==> config.mk <==
export PLATFORM = sky130hd
export DESIGN_NAME = banco_registradores
export DESIGN_NICKNAME = d
export VERILOG_FILES = /design/src/rtl/mips_pkg.sv /design/src/rtl/porta_leitura.sv /design/src/rtl/banco_registradores.sv
export SDC_FILE = /design/constraint.sdc
export NUM_CORES = 2
export LEC_CHECK = 0
export CORE_MARGIN = 2
export CORE_UTILIZATION = 50
export DETAILED_ROUTE_END_ITERATION = 8
export HOLD_SLACK_MARGIN = 0.12
export PLACE_DENSITY = 0.65
export SLEW_MARGIN = 20
export SYNTH_ARGS = -nofsm -noshare
export SYNTH_HDL_FRONTEND = slang
export SYNTH_SLANG_ARGS = --single-unit
==> constraint.sdc <==
create_clock -name clk -period 2.2 [get_ports clk]
set_clock_uncertainty 0.15 [all_clocks]
set_input_delay 0.22 -clock clk [delete_from_list [all_inputs] [get_ports clk]]
set_output_delay 0.22 -clock clk [all_outputs]
set_load 0.02 [all_outputs]
==> src/rtl/mips_pkg.sv <==
// Shared MIPS datapath constants and types, used by the register file,
// control unit and ALU.
package mips_pkg;

    localparam int DATA_W   = 32;
    localparam int ADDR_W   = 5;
    localparam int NUM_REGS = 32;

    typedef logic [ADDR_W-1:0] reg_addr_t;
    typedef logic [DATA_W-1:0] word_t;

    localparam reg_addr_t REG_ZERO = 5'd0;
    localparam reg_addr_t REG_SP   = 5'd29;
    localparam reg_addr_t REG_RA   = 5'd31;

endpackage

==> src/rtl/porta_leitura.sv <==
// Combinational register-file read port: $0 forced to zero, optional
// write-first forwarding when REGFILE_BYPASS_EN is defined.
module porta_leitura #(
    parameter int DATA_W = 32,
    parameter int ADDR_W = 5
) (
    input  logic [DATA_W-1:0] regs [2**ADDR_W],
    input  logic [ADDR_W-1:0] rd_addr,
    input  logic              wr_en,
    input  logic [ADDR_W-1:0] wr_addr,
    input  logic [DATA_W-1:0] wr_data,
    output logic [DATA_W-1:0] rd_data
);

    logic [DATA_W-1:0] sel_s;

`ifndef REGFILE_BYPASS_EN
    // Write port is only observed by the forwarding path.
    logic unused_wr_s;
    assign unused_wr_s = ^{wr_en, wr_addr, wr_data};
`endif

    // Select stored or forwarded word, then force $0 to zero.
    always_comb begin
        sel_s   = regs[rd_addr];
        rd_data = {DATA_W{1'b0}};
`ifdef REGFILE_BYPASS_EN
        if (wr_en && (wr_addr == rd_addr)) begin
            sel_s = wr_data;
        end else begin
            sel_s = regs[rd_addr];
        end
`endif
        if (rd_addr == {ADDR_W{1'b0}}) begin
            rd_data = {DATA_W{1'b0}};
        end else begin
            rd_data = sel_s;
        end
    end

endmodule

==> src/rtl/banco_registradores.sv <==
// 32 x 32-bit MIPS register file: two async read ports, one sync write port,
// per-register dirty scoreboard. Optional forwarding: REGFILE_BYPASS_EN.
module banco_registradores #(
    parameter int                 DATA_W   = 32,
    parameter int                 ADDR_W   = 5,
    parameter logic [DATA_W-1:0]  RESET_SP = 32'h7FFF_EFFC
) (
    input  logic                 clk,
    input  logic                 rst_n,
    input  logic [ADDR_W-1:0]    rs_addr,
    input  logic [ADDR_W-1:0]    rt_addr,
    output logic [DATA_W-1:0]    rs_data,
    output logic [DATA_W-1:0]    rt_data,
    input  logic                 wr_en,
    input  logic [ADDR_W-1:0]    wr_addr,
    input  logic [DATA_W-1:0]    wr_data,
    output logic [2**ADDR_W-1:0] dirty
);

    import mips_pkg::*;

    localparam int NREGS = 2**ADDR_W;

    logic [DATA_W-1:0] regs_r [NREGS];
    logic [NREGS-1:0]  dirty_r;
    logic              wr_ok_s;

    // Writes aimed at $0 are dropped so its storage and dirty bit stay clear.
    assign wr_ok_s = wr_en && (wr_addr != {ADDR_W{1'b0}});

    // Register storage and dirty scoreboard; $29 comes out of reset as sp.
    always_ff @(posedge clk or negedge rst_n) begin
        if (!rst_n) begin
            for (int i = 0; i < NREGS; i++) begin
                regs_r[i] <= (i == int'(REG_SP)) ? RESET_SP : {DATA_W{1'b0}};
            end
            dirty_r <= {NREGS{1'b0}};
        end else if (wr_ok_s) begin
            regs_r[wr_addr]  <= wr_data;
            dirty_r[wr_addr] <= 1'b1;
        end
    end

    assign dirty = dirty_r;

    porta_leitura #(.DATA_W(DATA_W), .ADDR_W(ADDR_W)) u_porta_rs (
        .regs    (regs_r),
        .rd_addr (rs_addr),
        .wr_en   (wr_en),
        .wr_addr (wr_addr),
        .wr_data (wr_data),
        .rd_data (rs_data)
    );

    porta_leitura #(.DATA_W(DATA_W), .ADDR_W(ADDR_W)) u_porta_rt (
        .regs    (regs_r),
        .rd_addr (rt_addr),
        .wr_en   (wr_en),
        .wr_addr (wr_addr),
        .wr_data (wr_data),
        .rd_data (rt_data)
    );

endmodule

==> impl_metrics.csv <==
group,metric,value,unit
cells_and_area,layout_commonest_cell,"dfrtp_1",
cts,tritoncts,"built",
status,violations,"negative setup slack",
place,place_congestion,0.9030,
cts,cts.clk_slew.worst_paths,0.06,ns
sta,clock.fmax,338.7,MHz
routing,post_drt_via_cell_ratio,6.783,
global_routing,antenna_found_initial,2,
critical_path,endpoint_kind,"primary output",
cts,clock_latency,0.71,ns
routing,routed_wl,197600,um
sta,setup_slack,-0.7523,ns
pwr,power,60.78,mW
critical_path,crit_required,1.83,ns
sta,slew_viol_final,0,
global_routing,grt_max_degree,96,
critical_path,r2r-end,"regs_r[568]$_DFFE_PN0P_",
synth,syn_inst,3685,
status,status,"finished with violations",
routing,drt-pass1-iter-count,5,
cells_and_area,final_layout_size_suffix_gt1_frac,0.6346,
sta,totalNegativeSetupSlack,-34.68,ns
critical_path,startpoint_type,"register",
place,placed_area,63290,sq um
cts,root_buffer,"clkbuf_16",
global_routing,grt_pass1_vias,41900,
cells_and_area,flow.area_growth_from_synthesis,24.26,%
critical_path,reg2reg_depth,3,
die,die_w,338.9,um
global_routing,grt.total_usage,0.3435,
critical_path,crit_path_cell_trace,"buf_4 -> mux2i_1 -> a221oi_2 -> o21ai_2 -> a311oi_4 -> buf_4 -> buf_6",
global_routing,grt_pass1_wl,289100,um
worst_hold_path,worstHoldStart,"dirty[0]$_DFFE_PN0N_",
worst_hold_path,holdPathStages,0,
place,hpwl,132700,um
pwr,ir_worst_vdd,0.8354,mV
critical_path,crit_type,"register to primary output",
place,portBuffers,145,
die,rows,122,
job,max-cap-violations,0,
sta,finalSetupViolCount,64,
cells_and_area,antenna-diode-count,0,
cells_and_area,layout_common_cells,"1,028 x dfrtp_1, 931 x mux2_2, 484 x buf_4, 446 x mux4_2, 144 x buf_12",
cells_and_area,final_area,69710,sq um
critical_path,crit_top_cell,"buf_4",
synth,synth_nets,3735,
routing,ant_nets,0,
cts,cts_made_buffers,115,
critical_path,r2r_setup_slack,1.01,ns
sta,worst_pin_slew,0.9802,ns
routing,via_count,38810,
critical_path,r2r_start,"regs_r[568]$_DFFE_PN0P_",
critical_path,crit_path_start,"regs_r[318]$_DFFE_PN0P_",
die,design.core.area,111000,sq um
sta,finalCritPeriodShare,1.342,
cells_and_area,final_nets,4183,
critical_path,crit_path_top_delay_cell,"a311oi_4",
sta,min_period,2.952,ns
cells_and_area,fin_util,0.6281,
cts,clockBufferDepth,3,
critical_path,cp.buffers_inverters,3,
synth,yosysSeqAreaShare,0.4717,
cts,cts_sinks,1056,
critical_path,max_stage_delay,0.56,ns
critical_path,crit_family,"compound AO/OA/AOI/OAI gates",
sta,maxSlewHeadroom,0.3444,
pwr,p_per_area,871.9,nW/um^2
die,dieArea,114900,sq um
synth,async_flop_share,1.000,
die,die_y,338.9,um
synth,synth_area_per_cell,15.22,sq um
sta,rsz0062_at_grt,"true",
global_routing,grt.overflow.total,0,
synth,synth_edf_count,0,
place,dp_worst_setup_slack,-0.9849,ns
die,start_util,0.5055,
worst_hold_path,worstHoldPathType,"register to register",
routing,drtIter0Drc,3751,
critical_path,critical_path_arrival,2.58,ns
sta,finalHoldViolations,0,
die,pin_count,146,
synth,ys_warn_count,0,
cts,htree_levels,3,
synth,yosys_most_used_dff,"dfrtp_1",
worst_hold_path,holdPathEnd,"dirty[0]$_DFFE_PN0N_",
synth,ys_types,46,
routing,wl_per_cell,34.54,um
routing,drc,0,
pwr,p_leak,30.18,nW
critical_path,worst-path-max-fanout,2,
synth,syn_area,56100,sq um
synth,yosys_register_bits,1056,
Yosys cell counts, types with 3 or more instances:
master	number	share of area
a221oi_1	45	0.0070
mux2_2	977	0.20
buf_2	110	0.0098
a221oi_2	3	0.00080
a311oi_1	64	0.010
clkbuf_4	3	0.00040
buf_4	78	0.010
mux2i_1	128	0.023
nor3b_2	3	0.00067
buf_6	53	0.011
nor2_4	4	0.00080
nor2_1	5	0.00033
dfstp_2	28	0.013
nand2b_1	17	0.0019
a211oi_1	64	0.0086
o21ai_1	103	0.0092
nor2_8	4	0.0014
nor2b_1	66	0.0074
clkbuf_1	184	0.012
nand3b_2	3	0.00060
mux4_2	446	0.18
or2_2	16	0.0018
o2111ai_1	16	0.0025
a22oi_1	64	0.0086
mux2_1	79	0.016
o21ai_0	9	0.00080
nand2_1	48	0.0032
nor2_2	10	0.0011
dfrtp_1	1028	0.46
layer usage:
metal	global-route usage	vias up	wire (um)
met1	0.4471	20900	76310
met2	0.5329	2085	91930
met5	0	-	26
met3	0.09702	638	18590
met4	0.1644	4	10770
li1	-	15190	-
report_power, final:
part	switching, mW	leakage (nW)	internal [mW]	total [mW]
Combinational	6.13	14.8	8.49	14.6
Sequential	2.88	13.4	23.2	26.1
Clock	8.35	1.95	11.7	20.1
Total	17.4	30.2	43.4	60.8
sequential cells by signal (all words and copies together), names as in the netlist:
name / flops
regs_r: 1024
dirty: 32
cell type report:
| class | instances | area [sq um] |
|---|---|---|
| flip-flops and latches | 1056 | 26460 |
| repair buffers | 765 | 7995 |
| fillers | 8003 | 41270 |
| clock buffers | 174 | 3482 |
| inverters | 2 | 10.01 |
| clock inverters | 44 | 446.7 |
| well taps | 1488 | 1862 |
| multi-input cells | 2193 | 29450 |
kinds of logic (layout without fill, tap and decap cells):
family                 after synthesis  in the layout  share of synthesized area
AND/OR/NAND/NOR                    193            193                    0.02148
flip-flops                        1056           1056                     0.4717
multiplexers                      1632           1632                     0.4148
buffers and inverters              436            985                    0.04459
AO/OA/AOI/OAI                      368            368                    0.04744
metrics by stage:
stage	hold slack (ns)	std cells
after CTS	0.2290	5706
after global routing	0.2428	5722
after floorplan	-0.2256	3685
final	0.2310	5722
after global placement	0.1154	5489
after detailed placement	0.1219	5489
timing repair:
action,in CTS,in global routing
hold buffers,2,0
pin swaps,83,73
gates resized for setup,420,129
setup endpoints to repair,64,64
hold endpoints to repair,983,0
gates cloned,0,0
setup buffers,14,24
how the worst max path moves through the flow:
stage | endpoint | slack, ns | depth (start not counted)
final | rt_data[30] | -0.75 | 7
after global routing | rt_data[30] | -0.82 | 7
after CTS | rt_data[30] | -0.76 | 7
after detailed placement | rt_data[30] | -0.98 | 10
after global placement | rt_data[30] | -0.99 | 10
after floorplan | rs_data[0] | 0.02 | 7
Power figures use the tool's default switching activity.
